## src/rtl/mpc_dense_pkg.sv

```systemverilog
// Shared types and defaults for the dense MPC constraint checker.
// Holds the scan FSM state encoding and the default-width slack type.
package mpc_dense_pkg;

    localparam int unsigned N_CON_DEF = 12;
    localparam int unsigned W_DEF     = 21;
    localparam int          TOL_DEF   = 64;
    localparam int unsigned IDX_W     = 4;

    typedef enum logic [1:0] {
        StIdle,
        StRead,
        StDrain,
        StDone
    } state_e;

    // One guard bit over the h/gu word so h - gu never wraps.
    typedef logic signed [W_DEF:0] slack_t;

endpackage

```

## src/rtl/mpc_slack_min.sv

```systemverilog
// Combinational running-minimum update for one slack sample.
// Only a strictly smaller slack replaces the minimum, so the earliest row wins ties.
module mpc_slack_min
    import mpc_dense_pkg::*;
#(
    parameter int unsigned W = W_DEF
) (
    input  logic signed [W:0]       slack_i,
    input  logic [IDX_W-1:0]        idx_i,
    input  logic signed [W:0]       min_i,
    input  logic [IDX_W-1:0]        min_idx_i,
    output logic signed [W:0]       min_o,
    output logic [IDX_W-1:0]        min_idx_o
);

    always_comb begin
        min_o     = min_i;
        min_idx_o = min_idx_i;
        if (slack_i < min_i) begin
            min_o     = slack_i;
            min_idx_o = idx_i;
        end
    end

endmodule

```

## src/rtl/mpc_dense_constraint_check.sv

```systemverilog
// Scans h and G*u row by row, reporting active set, violation count and minimum slack.
// Optional build macro MPC_CHECK_TOL_EN widens the active test to slack <= TOL.
module mpc_dense_constraint_check
    import mpc_dense_pkg::*;
#(
    parameter int unsigned N_CON = N_CON_DEF,
    parameter int unsigned W     = W_DEF,
    parameter int          TOL   = TOL_DEF
) (
    input  logic                    ap_clk,
    input  logic                    ap_rst_n,
    input  logic                    ap_start,
    output logic                    ap_done,
    output logic                    ap_idle,
    output logic                    ap_ready,
    output logic [IDX_W-1:0]        h_address0,
    output logic                    h_ce0,
    input  logic [W-1:0]            h_q0,
    output logic [IDX_W-1:0]        gu_address0,
    output logic                    gu_ce0,
    input  logic [W-1:0]            gu_q0,
    output logic [N_CON-1:0]        active_mask,
    output logic [3:0]              viol_cnt,
    output logic signed [W:0]       min_slack,
    output logic [IDX_W-1:0]        min_idx
);

    localparam logic signed [W:0] SlackMax = {1'b0, {W{1'b1}}};
    localparam logic [IDX_W-1:0]  LastRow  = IDX_W'(N_CON - 1);

`ifdef MPC_CHECK_TOL_EN
    localparam logic signed [W:0] ActThr = (W + 1)'(TOL);
`else
    localparam logic signed [W:0] ActThr = '0;
`endif

    state_e state_q, state_d;
    logic [IDX_W-1:0] row_q, row_d;
    logic             rd_vld_q;
    logic [IDX_W-1:0] rd_idx_q;

    logic [N_CON-1:0]  mask_q, mask_d;
    logic [3:0]        viol_q, viol_d;
    logic signed [W:0] min_q, min_d;
    logic [IDX_W-1:0]  idx_q, idx_d;

    logic signed [W:0] slack;
    logic signed [W:0] min_new;
    logic [IDX_W-1:0]  idx_new;
    logic              start_acc;

    assign slack     = {h_q0[W-1], h_q0} - {gu_q0[W-1], gu_q0};
    assign start_acc = (state_q == StIdle) && ap_start;

    mpc_slack_min #(
        .W(W)
    ) u_slack_min (
        .slack_i   (slack),
        .idx_i     (rd_idx_q),
        .min_i     (min_q),
        .min_idx_i (idx_q),
        .min_o     (min_new),
        .min_idx_o (idx_new)
    );

    // State register
    always_ff @(posedge ap_clk or negedge ap_rst_n) begin
        if (!ap_rst_n) begin
            state_q <= StIdle;
        end else begin
            state_q <= state_d;
        end
    end

    // Next-state logic
    always_comb begin
        state_d = state_q;
        unique case (state_q)
            StIdle:  if (ap_start) state_d = StRead;
            StRead:  if (row_q == LastRow) state_d = StDrain;
            StDrain: state_d = StDone;
            StDone:  state_d = StIdle;
            default: state_d = StIdle;
        endcase
    end

    // Output logic
    always_comb begin
        h_ce0       = (state_q == StRead);
        gu_ce0      = (state_q == StRead);
        h_address0  = row_q;
        gu_address0 = row_q;
        ap_done     = (state_q == StDone);
        ap_ready    = (state_q == StDone);
        ap_idle     = (state_q == StIdle);
    end

    assign row_d = (state_q == StRead) ? row_q + 1'b1 : '0;

    // Results fold in one cycle after each address issue, when the read data lands.
    always_comb begin
        mask_d = mask_q;
        viol_d = viol_q;
        min_d  = min_q;
        idx_d  = idx_q;
        if (start_acc) begin
            mask_d = '0;
            viol_d = '0;
            min_d  = SlackMax;
            idx_d  = '0;
        end else if (rd_vld_q) begin
            mask_d[rd_idx_q] = (slack <= ActThr);
            viol_d           = viol_q + 4'(slack[W]);
            min_d            = min_new;
            idx_d            = idx_new;
        end
    end

    always_ff @(posedge ap_clk or negedge ap_rst_n) begin
        if (!ap_rst_n) begin
            row_q    <= '0;
            rd_vld_q <= 1'b0;
            rd_idx_q <= '0;
            mask_q   <= '0;
            viol_q   <= '0;
            min_q    <= '0;
            idx_q    <= '0;
        end else begin
            row_q    <= row_d;
            rd_vld_q <= (state_q == StRead);
            rd_idx_q <= row_q;
            mask_q   <= mask_d;
            viol_q   <= viol_d;
            min_q    <= min_d;
            idx_q    <= idx_d;
        end
    end

    assign active_mask = mask_q;
    assign viol_cnt    = viol_q;
    assign min_slack   = min_q;
    assign min_idx     = idx_q;

endmodule

```

## config.mk

```make
export PLATFORM = sky130hd
export DESIGN_NAME = mpc_dense_constraint_check
export DESIGN_NICKNAME = d
export VERILOG_FILES = /design/src/rtl/mpc_dense_pkg.sv /design/src/rtl/mpc_slack_min.sv /design/src/rtl/mpc_dense_constraint_check.sv
export SDC_FILE = /design/constraint.sdc
export NUM_CORES = 1
export LEC_CHECK = 0
export CORE_MARGIN = 4
export CORE_UTILIZATION = 40
export DETAILED_ROUTE_END_ITERATION = 16
export PLACE_DENSITY = 0.73
export SYNTH_ARGS = -nofsm -noshare
export SYNTH_HDL_FRONTEND = slang
export SYNTH_SLANG_ARGS = --single-unit
```

## constraint.sdc

```tcl
create_clock -name ap_clk -period 4.45 [get_ports ap_clk]
set_input_delay 0.89 -clock ap_clk [delete_from_list [all_inputs] [get_ports ap_clk]]
set_output_delay 0.89 -clock ap_clk [all_outputs]
set_load 0.005 [all_outputs]
```

==> flow_metrics.env <==
export IMPL_min_path_type="flip-flop to flip-flop"
export IMPL_n_antenna_cell=0
export IMPL_netlist_instances=518
export IMPL_design_power_total_mw=2.895
export IMPL_drt_wl_total_mm=13.41
export IMPL_start_util=0.4075
export IMPL_relSlewSlack=0.4530
export IMPL_fin_ws_ps=-83.72
export IMPL_cts_root_buf="clkbuf_8"
export IMPL_die_y_um=113.1
export IMPL_critPathKind="primary input to flip-flop"
export IMPL_cts_clk_slew_worst_paths_ps=110
export IMPL_numPortBuffers=99
export IMPL_synth_async_reset_ratio=1.000
export IMPL_dieArea_um2=12790
export IMPL_vias=4557
export IMPL_clk_latency_ps=310
export IMPL_hold_violations=0
export IMPL_final_core_util=0.6350
export IMPL_die_w_um=113.1
export IMPL_syn_avg_cell_area_um2=8.529
export IMPL_p_leak_nw=3.173
export IMPL_track_usage=0.2078
export IMPL_syn_nets=612
export IMPL_netlist_area_um2=4418
export IMPL_rsz0062_at_grt="yes"
export IMPL_nNetsFinal=802
export IMPL_power_density_nw_per_um2=420.6
export IMPL_finalCriticalPeriod_ps=4534
export IMPL_end_kind="flip-flop"
export IMPL_placed_cells=817
export IMPL_synth_edf_count=0
export IMPL_clockBufferDepth=2
export IMPL_grt_pass1_wl_mm=22.40
export IMPL_required_ps=4660
export IMPL_drt_iter0_markers=241
export IMPL_cts_buffers=5
export IMPL_ioPinCount=100
export IMPL_grt_max_degree=54
export IMPL_place_gp_congestion=0.8164
export IMPL_area_growth_syn_to_layout_pct=55.82
export IMPL_synth_cell_type_count=62
export IMPL_status="finished with violations"
export IMPL_grt_pass1_vias=4791
export IMPL_core_um2=10840
export IMPL_slew_viol_final=0
export IMPL_cts_sinks=53
export IMPL_final_common_cell="buf_4"
export IMPL_via_per_inst=5.367
export IMPL_whs_path_depth=0
export IMPL_cp_max_fo=6
export IMPL_finalCritPeriodShare=1.019
export IMPL_drt_pass1_iterations=4
export IMPL_yosys_warnings=0
export IMPL_fin_tns_setup_ps=-1055
export IMPL_worst_ir_drop_vdd_mv=0.3046
export IMPL_drc=0
export IMPL_pre_cts_ws_ps=-683.6
export IMPL_synth_flop_cell="dfrtp_1"
export IMPL_std_cell_rows=38
export IMPL_yosysSeqAreaShare=0.3002
export IMPL_grt_antenna_before_repair=0
export IMPL_drive_gt1_frac=0.3089
export IMPL_antenna_left=0
export IMPL_hpwl_mm=9.678
export IMPL_arrival_ps=4740
export IMPL_cap_violations=0
export IMPL_fillers=881
export IMPL_startpoint_type="primary input"
export IMPL_cts_tree="built"
export IMPL_grt_remaining_overflow=0
export IMPL_max_freq_ghz=0.2206
export IMPL_wl_per_cell_um=15.80
export IMPL_h_tree_depth=2
export IMPL_final_cells=849
export IMPL_finClkSkew_ps=6.669
export IMPL_ys_ff_latch=53
export IMPL_setup_violations=24
export IMPL_mostFrequentLayoutCells="99 x buf_4, 70 x clkdlybuf4s50_1, 53 x dfrtp_1"
export IMPL_worst_pin_slew_ps=818.5
export IMPL_violations="negative setup slack"
export IMPL_reg2reg_depth=11
[critical path: stages]
cell	delay, ps
clkdlybuf4s50_1	510
ha_4	240
and3_1	170
o211ai_1	150
nand2_1	100
a41o_1	250
or4_1	540
nor3b_4	190
inv_2	120
ha_4	220
nand4_1	170
buf_6	150
nor2_4	40
a2111oi_4	320
buf_4	210
buf_6	140
a21oi_2	60
a211o_1	260
[Yosys cell counts (all sizes together), types with 5 or more instances]
cell type  number  area share
nand2          31       0.026
xor2            7       0.014
nand4          13       0.018
clkbuf         13       0.011
nand3          19       0.022
inv            61       0.052
and2            6      0.0085
a21oi          45       0.051
mux2i           7       0.016
and4            5      0.0099
o21a            9       0.015
and3            7      0.0099
dfrtp          53        0.30
a211o          20       0.040
o21ai          27       0.031
xnor2          11       0.022
o21bai          6       0.010
nor2b           9       0.013
nor2           35       0.030
a31oi           5      0.0071
buf            14       0.023
nor4            6      0.0099
ha             48        0.14
[logic make-up (layout without fill, tap and decap cells)]
| kind of cell | count (synthesis) | in the layout | share of synthesized area |
|---|---|---|---|
| simple gates | 154 | 154 | 0.1835 |
| compound gates | 148 | 148 | 0.2356 |
| mux | 8 | 8 | 0.01841 |
| fa+ha+maj | 49 | 49 | 0.1405 |
| flops | 53 | 53 | 0.3002 |
| xor+xnor | 18 | 18 | 0.03568 |
| buf+inv | 88 | 279 | 0.08609 |
[where the power goes]
group / internal [mW] / switching [mW]
sequential: 0.631 / 0.142
clock: 0.115 / 0.177
combinational: 0.979 / 0.852
total: 1.73 / 1.17
[sequential cells by signal, indices dropped and copies added, names as in the netlist]
register / count
rd_idx_q: 4
min_idx: 4
active_mask: 12
min_slack: 22
state_q: 2
viol_cnt: 4
gu_address0: 4
rd_vld_q: 1
[final timing paths]
kind / slack, ps / endpoint / startpoint
min: 490 / rd_idx_q[3] / gu_address0[3]
max: -80 / min_slack[1] / h_q0[10]
max in group asynchronous: 3310 / min_slack[14] / ap_rst_n
max reg2reg: 1600 / active_mask[2] / state_q[0]
min in group asynchronous: 690 / active_mask[0] / ap_rst_n
min reg2reg: 490 / rd_idx_q[3] / gu_address0[3]
[final cells by class]
cell class | instances | area, um^2 | area share
clock buffers | 5 | 68.82 | 0.009996
inverters | 61 | 231.5 | 0.03362
repair buffers | 210 | 1832 | 0.2661
multi-input cells | 377 | 3224 | 0.4684
well taps | 140 | 175.2 | 0.02545
flip-flops and latches | 53 | 1326 | 0.1927
clock inverters | 3 | 26.28 | 0.003817
[per-stage QoR]
step	instance area [um^2]	hold WS (ps)
after floorplan	4498	437.9
after global placement	6155	452.4
after detailed placement	6155	465.4
after CTS	6694	496.5
after global routing	6884	524.1
final	6884	491.3
[per-layer routing]
layer	vias up	share of wire	track usage
met4	0	0.0063	0.03526
li1	2235	-	-
met2	118	0.51	0.3732
met1	2193	0.44	0.2601
met5	-	0	0
met3	11	0.052	0.04385
[what timing repair did]
action	4_1_cts	5_1_grt
resized for setup	101	58
hold buffers	0	0
pin swaps	35	61
endpoints found under the setup margin	26	26
gates cloned	2	0
endpoints found under the hold margin	0	0
buffers inserted	14	10
Power figures use the tool's default switching activity.
